**config.mk**
```make
export PLATFORM = sky130hd
export DESIGN_NAME = mmio_io_unit
export DESIGN_NICKNAME = d
export VERILOG_FILES = /design/src/rtl/mmio_io_unit.sv
export SDC_FILE = /design/constraint.sdc
export NUM_CORES = 1
export LEC_CHECK = 0
export BUFFER_PORTS_ARGS = -buffer_cell sky130_fd_sc_hd__buf_4
export CAP_MARGIN = 20
export CELL_PAD_IN_SITES_DETAIL_PLACEMENT = 2
export CELL_PAD_IN_SITES_GLOBAL_PLACEMENT = 2
export CORE_ASPECT_RATIO = 0.7
export CORE_MARGIN = 2
export CORE_UTILIZATION = 29
export DETAILED_ROUTE_END_ITERATION = 6
export GPL_ROUTABILITY_DRIVEN = 1
export PLACE_DENSITY = 0.69
export SETUP_SLACK_MARGIN = 0.05
export SYNTH_ARGS = -nofsm -noshare
export SYNTH_HDL_FRONTEND = slang
export SYNTH_SLANG_ARGS = --single-unit
```
**constraint.sdc**
```tcl
create_clock -name clk -period 2.2 [get_ports clk]
set_input_delay 0.11 -clock clk [delete_from_list [all_inputs] [get_ports clk]]
set_output_delay 0.11 -clock clk [all_outputs]
set_load 0.005 [all_outputs]
```
**src/rtl/mmio_io_unit.sv**
```systemverilog
// Memory-mapped I/O unit between the CPU data port and one BRAM port.
// The top quarter of the address space maps output channels, a debounced input bus, change flags and IRQ enables.
module mmio_io_unit #(
    parameter int unsigned WIDTH     = 16,
    parameter int unsigned ADDRBITS  = 10,
    parameter int unsigned NOUT      = 2,
    parameter int unsigned OUTW      = 10,
    parameter int unsigned INW       = 10,
    parameter int unsigned DB_CYCLES = 4
) (
    input  logic                   clk,
    input  logic                   reset,
    input  logic [ADDRBITS-1:0]    addr,
    input  logic [WIDTH-1:0]       wdata,
    input  logic                   we,
    input  logic                   re,
    input  logic [WIDTH-1:0]       mem_q,
    output logic                   mem_we,
    output logic [WIDTH-1:0]       rdata,
    output logic                   rvalid,
    output logic [NOUT*OUTW-1:0]   out_ch,
    input  logic [INW-1:0]         in_raw,
    output logic                   irq
);

    localparam int unsigned    CW      = (DB_CYCLES > 1) ? $clog2(DB_CYCLES) : 1;
    localparam logic [CW-1:0]  CNT_MAX = CW'(DB_CYCLES - 1);
    localparam logic [3:0]     SEL_IN    = 4'd8;
    localparam logic [3:0]     SEL_CHG   = 4'd9;
    localparam logic [3:0]     SEL_IRQEN = 4'd10;

    logic                       io;
    logic [3:0]                 sel;
    logic                       wr_io;
    logic [NOUT-1:0][OUTW-1:0]  out_q, out_d;
    logic [INW-1:0]             s1_q, s2_q;
    logic [INW-1:0]             cand_q, cand_d;
    logic [INW-1:0]             stable_q, stable_d;
    logic [INW-1:0]             chg_q, chg_d;
    logic [INW-1:0]             irqen_q, irqen_d;
    logic [CW-1:0]              cnt_q, cnt_d;
    logic [WIDTH-1:0]           rd_mux;
    logic [WIDTH-1:0]           rdata_q, rdata_d;
    logic                       rvalid_q, rvalid_d;
    logic                       irq_q, irq_d;
    logic                       unused_ok;

    assign io        = (addr[ADDRBITS-1 -: 2] == 2'b11);
    assign sel       = addr[3:0];
    assign wr_io     = we & io;
    assign mem_we    = we & ~io;
    assign out_ch    = out_q;
    assign rdata     = rdata_q;
    assign rvalid    = rvalid_q;
    assign irq       = irq_q;
    assign unused_ok = ^{addr, wdata};

    always_comb begin
        rd_mux = '0;
        for (int unsigned k = 0; k < NOUT; k++) begin
            if (sel == 4'(k)) rd_mux[OUTW-1:0] = out_q[k];
        end
        case (sel)
            SEL_IN:    rd_mux[INW-1:0] = stable_q;
            SEL_CHG:   rd_mux[INW-1:0] = chg_q;
            SEL_IRQEN: rd_mux[INW-1:0] = irqen_q;
            default:   ;
        endcase
    end

    // Clear is applied first so that a change landing in the same cycle re-sets its bit.
    always_comb begin
        cand_d   = cand_q;
        cnt_d    = cnt_q;
        stable_d = stable_q;
        chg_d    = chg_q;
        if (wr_io && sel == SEL_CHG) chg_d = chg_q & ~wdata[INW-1:0];
        if (s2_q != cand_q) begin
            cand_d = s2_q;
            cnt_d  = '0;
        end else if (cnt_q == CNT_MAX && cand_q != stable_q) begin
            stable_d = cand_q;
            chg_d    = chg_d | (cand_q ^ stable_q);
        end else if (cnt_q != CNT_MAX) begin
            cnt_d = cnt_q + CW'(1);
        end
    end

    always_comb begin
        out_d   = out_q;
        irqen_d = irqen_q;
        if (wr_io) begin
            for (int unsigned k = 0; k < NOUT; k++) begin
                if (sel == 4'(k)) out_d[k] = wdata[OUTW-1:0];
            end
            if (sel == SEL_IRQEN) irqen_d = wdata[INW-1:0];
        end
        rdata_d  = rdata_q;
        if (re) rdata_d = io ? rd_mux : mem_q;
        rvalid_d = re;
        irq_d    = |(chg_q & irqen_q);
    end

    always_ff @(posedge clk or negedge reset) begin
        if (!reset) begin
            out_q    <= '0;
            s1_q     <= '0;
            s2_q     <= '0;
            cand_q   <= '0;
            stable_q <= '0;
            cnt_q    <= '0;
            chg_q    <= '0;
            irqen_q  <= '0;
            rdata_q  <= '0;
            rvalid_q <= 1'b0;
            irq_q    <= 1'b0;
        end else begin
            out_q    <= out_d;
            s1_q     <= in_raw;
            s2_q     <= s1_q;
            cand_q   <= cand_d;
            stable_q <= stable_d;
            cnt_q    <= cnt_d;
            chg_q    <= chg_d;
            irqen_q  <= irqen_d;
            rdata_q  <= rdata_d;
            rvalid_q <= rvalid_d;
            irq_q    <= irq_d;
        end
    end

endmodule
```
==> run_results.csv <==
group,metric,value,unit
outcome,status,"finished, final reports clean",
power,switchingPower,1.107,mW
floorplanning,initial_utilization,30.10,%
clock_network,cts_buffer_depth,2,
routing,wl,12090,um
synth,ys_ff_latch,100,
timing,setup_viol,0,
worst_hold_path,hold_path_class,"in2reg",
floorplanning,die_x,148.6,um
timing,tns,0,ns
floorplanning,core,14100,sq um
routing,dr.pass1.iters,3,
final_layout,final_area,5538,sq um
final_layout,multi_input_area,1569,sq um
power,power_frac_clock,36.5,%
power,power.total,4.336,mW
synth,ys_seq_area_share,58.96,%
synth,syn_nets,416,
routing,top_layer,"met4",
synth,synth_top_family_by_area,"multiplexers",
final_layout,layout-drive-gt1-share,35.01,%
clock_network,postCtsResizedCells,0,
synth,synth-warning-count,0,
worst_hold_path,hp-start,"mem_q[7]",
clock_network,cts_max_level,3,
setup_path,cp.required,2.43,ns
floorplanning,die_h,105.2,um
power,p_int,3.229,mW
synth,synth.area.top_cells,"dfrtp_1 59%, mux2_2 12%, xnor2_1 4.1%, o21ai_0 3.1%, nand2_1 2.0%",
setup_path,r2r-start,"cand_q[7]$_DFFE_PN0P_",
timing,min_period_over_period,92.21,%
global_route,antenna_found_initial,0,
synth,yosys.area_share.simple,8.048,%
synth,synthDistinctLibCells,32,
global_route,grt_first_pass_wirelength,19840,um
power,seqPwrFrac,48.9,%
power,power_density,782.9,nW/um^2
setup_path,r2r_slack,0.17,ns
timing,hold_violations,0,
synth,synth-edff-count,0,
routing,drc_errors,0,
setup_path,arrival,2.25,ns
timing,skew,0.01007,ns
global_route,grt_overflow,0,
clock_network,root_buffer,"clkbuf_16",
setup_path,start_kind,"register",
clock_network,clk-insertion-delay-late,0.35,ns
floorplanning,dieArea,15630,sq um
synth,yosys-top-cells-count,"100 x dfrtp_1, 45 x mux2_2, 26 x o21ai_0, 23 x nand2_1, 22 x clkbuf_1",
timing,relSlewSlack,67.34,%
timing,fin_crit,2.029,ns
global_route,grt_pass1_vias,3484,
clock_network,cts.clk_slew.worst_paths,0.07,ns
setup_path,r2r_end,"stable_q[1]$_DFFE_PN0P_",
synth,synthFlopType,"dfrtp_1",
routing,num_vias,3097,
job,maxCapViolCount,0,
synth,syn_avg_cell_area,11.82,sq um
power,leakagePower,2.512,nW
final_layout,nFillCells,1476,
synth,synth_top_area_share,58.96,%
routing,postRouteAntennaNets,0,
placement,dpl-instance-area,5076,sq um
setup_path,reg2reg_depth,5,
floorplanning,rows,36,
worst_hold_path,hold_depth,3,
final_layout,diodes,0,
placement,port_buffers,84,
synth,synthArstFlopShare,100.0,%
routing,wl_met1,5558,um
synth,synth_area_leader_cell,"dfrtp_1",
final_layout,final-seq-area,2502,sq um
global_route,grt.total_usage,16.59,%
setup_path,crit_type,"reg2reg",
final_layout,area_growth,30.48,%
timing,fmax,0.4930,GHz
routing,wl_per_cell,18.68,um
power,vdd_drop_max,0.3263,mV
clock_network,numCtsBuffers,9,
worst_hold_path,holdPathEnd,"rdata[7]$_DFFE_PN0P_",
routing,route.met2.wl,6015,um
placement,hpwlAfterDp,8563,um
clock_network,cts_tree,"built",
clock_network,cts_setup_buffers,0,
power,power.share.combinational,14.6,%
routing,initialDrtViolationCount,91,
routing,post_drt_via_cell_ratio,4.787,
final_layout,num-nets-final,510,
synth,yosys.area_share.adder,0.2948,%
timing,rsz0062_at_grt,"no",
placement,gp_congestion,0.7256,
floorplanning,io_pins,95,
power,swShare,25.53,%
setup_path,cp-end-kind,"register",
global_route,grt_max_degree,46,
synth,synthXorXnorAreaFrac,4.334,%
setup_path,path_max_fanout,5,
synth,synth_area,4244,sq um
synth,yosysMostFrequentCell,"dfrtp_1",
clock_network,cts.sinks,100,
timing,tightest_slew,0.4900,ns
routing,wl_met3,413,um
synth,muxShareOfSynthArea,13.94,%
timing,maxSlewViolCount,0,
synth,synth_compound_area_share,10.20,%
synth,synth_cells,359,
==> stage by stage <==
step | setup WS (ns) | utilization, % | cells | hold slack (ns)
detailed placement | 0.1899 | 36.00 | 615 | 0.09757
global route | 0.06596 | 39.28 | 647 | 0.02229
floorplan | 0.2824 | - | 359 | -0.1856
finish | 0.1714 | 39.28 | 647 | 0.02450
global placement | 0.2122 | 36.00 | 615 | 0.08693
CTS | 0.1599 | 39.28 | 647 | 0.008252
==> power groups by stage <==
| stage | Combinational (mW) | Sequential (mW) | Clock [mW] |
|---|---|---|---|
| final | 0.633 | 2.12 | 1.58 |
| after global routing | 0.705 | 2.14 | 1.70 |
| after CTS | 0.644 | 2.12 | 1.65 |
| after detailed placement | 0.614 | 2.16 | 0 |
| after global placement | 0.589 | 2.14 | 0 |
| after floorplan | 0.269 | 2.13 | 0 |
==> registers in the layout (all words and copies together) (netlist names), 2 cells and up <==
| signal | flops |
|---|---|
| s2_q | 10 |
| irqen_q | 10 |
| s1_q | 10 |
| chg_q | 10 |
| out_ch | 20 |
| stable_q | 10 |
| cnt_q | 2 |
| cand_q | 10 |
| rdata | 16 |
==> cell families (layout without fill, tap and decap cells) <==
logic type,Yosys count,count (layout)
multiplexers,51,51
XOR/XNOR,21,21
flip-flops,100,100
adder cells (fa/ha/maj),1,1
AO/OA/AOI/OAI,72,72
buffers and inverters,43,141
AND/OR/NAND/NOR,71,71
==> area by class of cell <==
cell class | instances | area share (%)
Sequential cell | 100 | 45.19
Inverter | 17 | 1.152
Timing Repair Buffer | 109 | 15.77
Tap cell | 190 | 4.293
Clock buffer | 10 | 4.135
Clock inverter | 5 | 1.130
Multi-Input combinational cell | 216 | 28.33
==> worst max-delay path: stages (launching register included) <==
cell	delay, ns
dfrtp_1	0.41
xnor2_1	0.23
nand4_1	0.15
or3_1	0.40
or2_1	0.37
mux2_4	0.34
==> metal layers <==
layer  up-vias  GRT usage [%]
met5         -              0
met4         0          3.741
met3         9          3.853
met2        48          27.61
met1      1611          22.14
li1       1429              -
==> worst max path at each step <==
stage / start / endpoint / slack (ns)
floorplan: cand_q[0]$_DFFE_PN0P_ / stable_q[0]$_DFFE_PN0P_ / 0.28
global placement: cand_q[7]$_DFFE_PN0P_ / stable_q[9]$_DFFE_PN0P_ / 0.21
detailed placement: cand_q[7]$_DFFE_PN0P_ / stable_q[9]$_DFFE_PN0P_ / 0.19
CTS: s2_q[7]$_DFF_PN0_ / stable_q[1]$_DFFE_PN0P_ / 0.16
global route: cand_q[9]$_DFFE_PN0P_ / stable_q[1]$_DFFE_PN0P_ / 0.07
finish: cand_q[7]$_DFFE_PN0P_ / stable_q[1]$_DFFE_PN0P_ / 0.17
==> cells in the final DEF, fill, tap and decap left out, types with 13 or more instances in the layout <==
cell type / instances
dfrtp_1: 100
buf_4: 91
mux2_2: 45
o21ai_0: 26
nand2_1: 23
xnor2_1: 20
inv_1: 17
dlygate4sd3_1: 17
nor2_1: 13
==> timing repair <==
| action | in CTS | in global routing |
|---|---|---|
| hold endpoints to repair | 48 | 0 |
| hold buffers | 17 | 0 |
| endpoints found under the setup margin | 0 | 0 |
(Power assumes the default switching activity.)
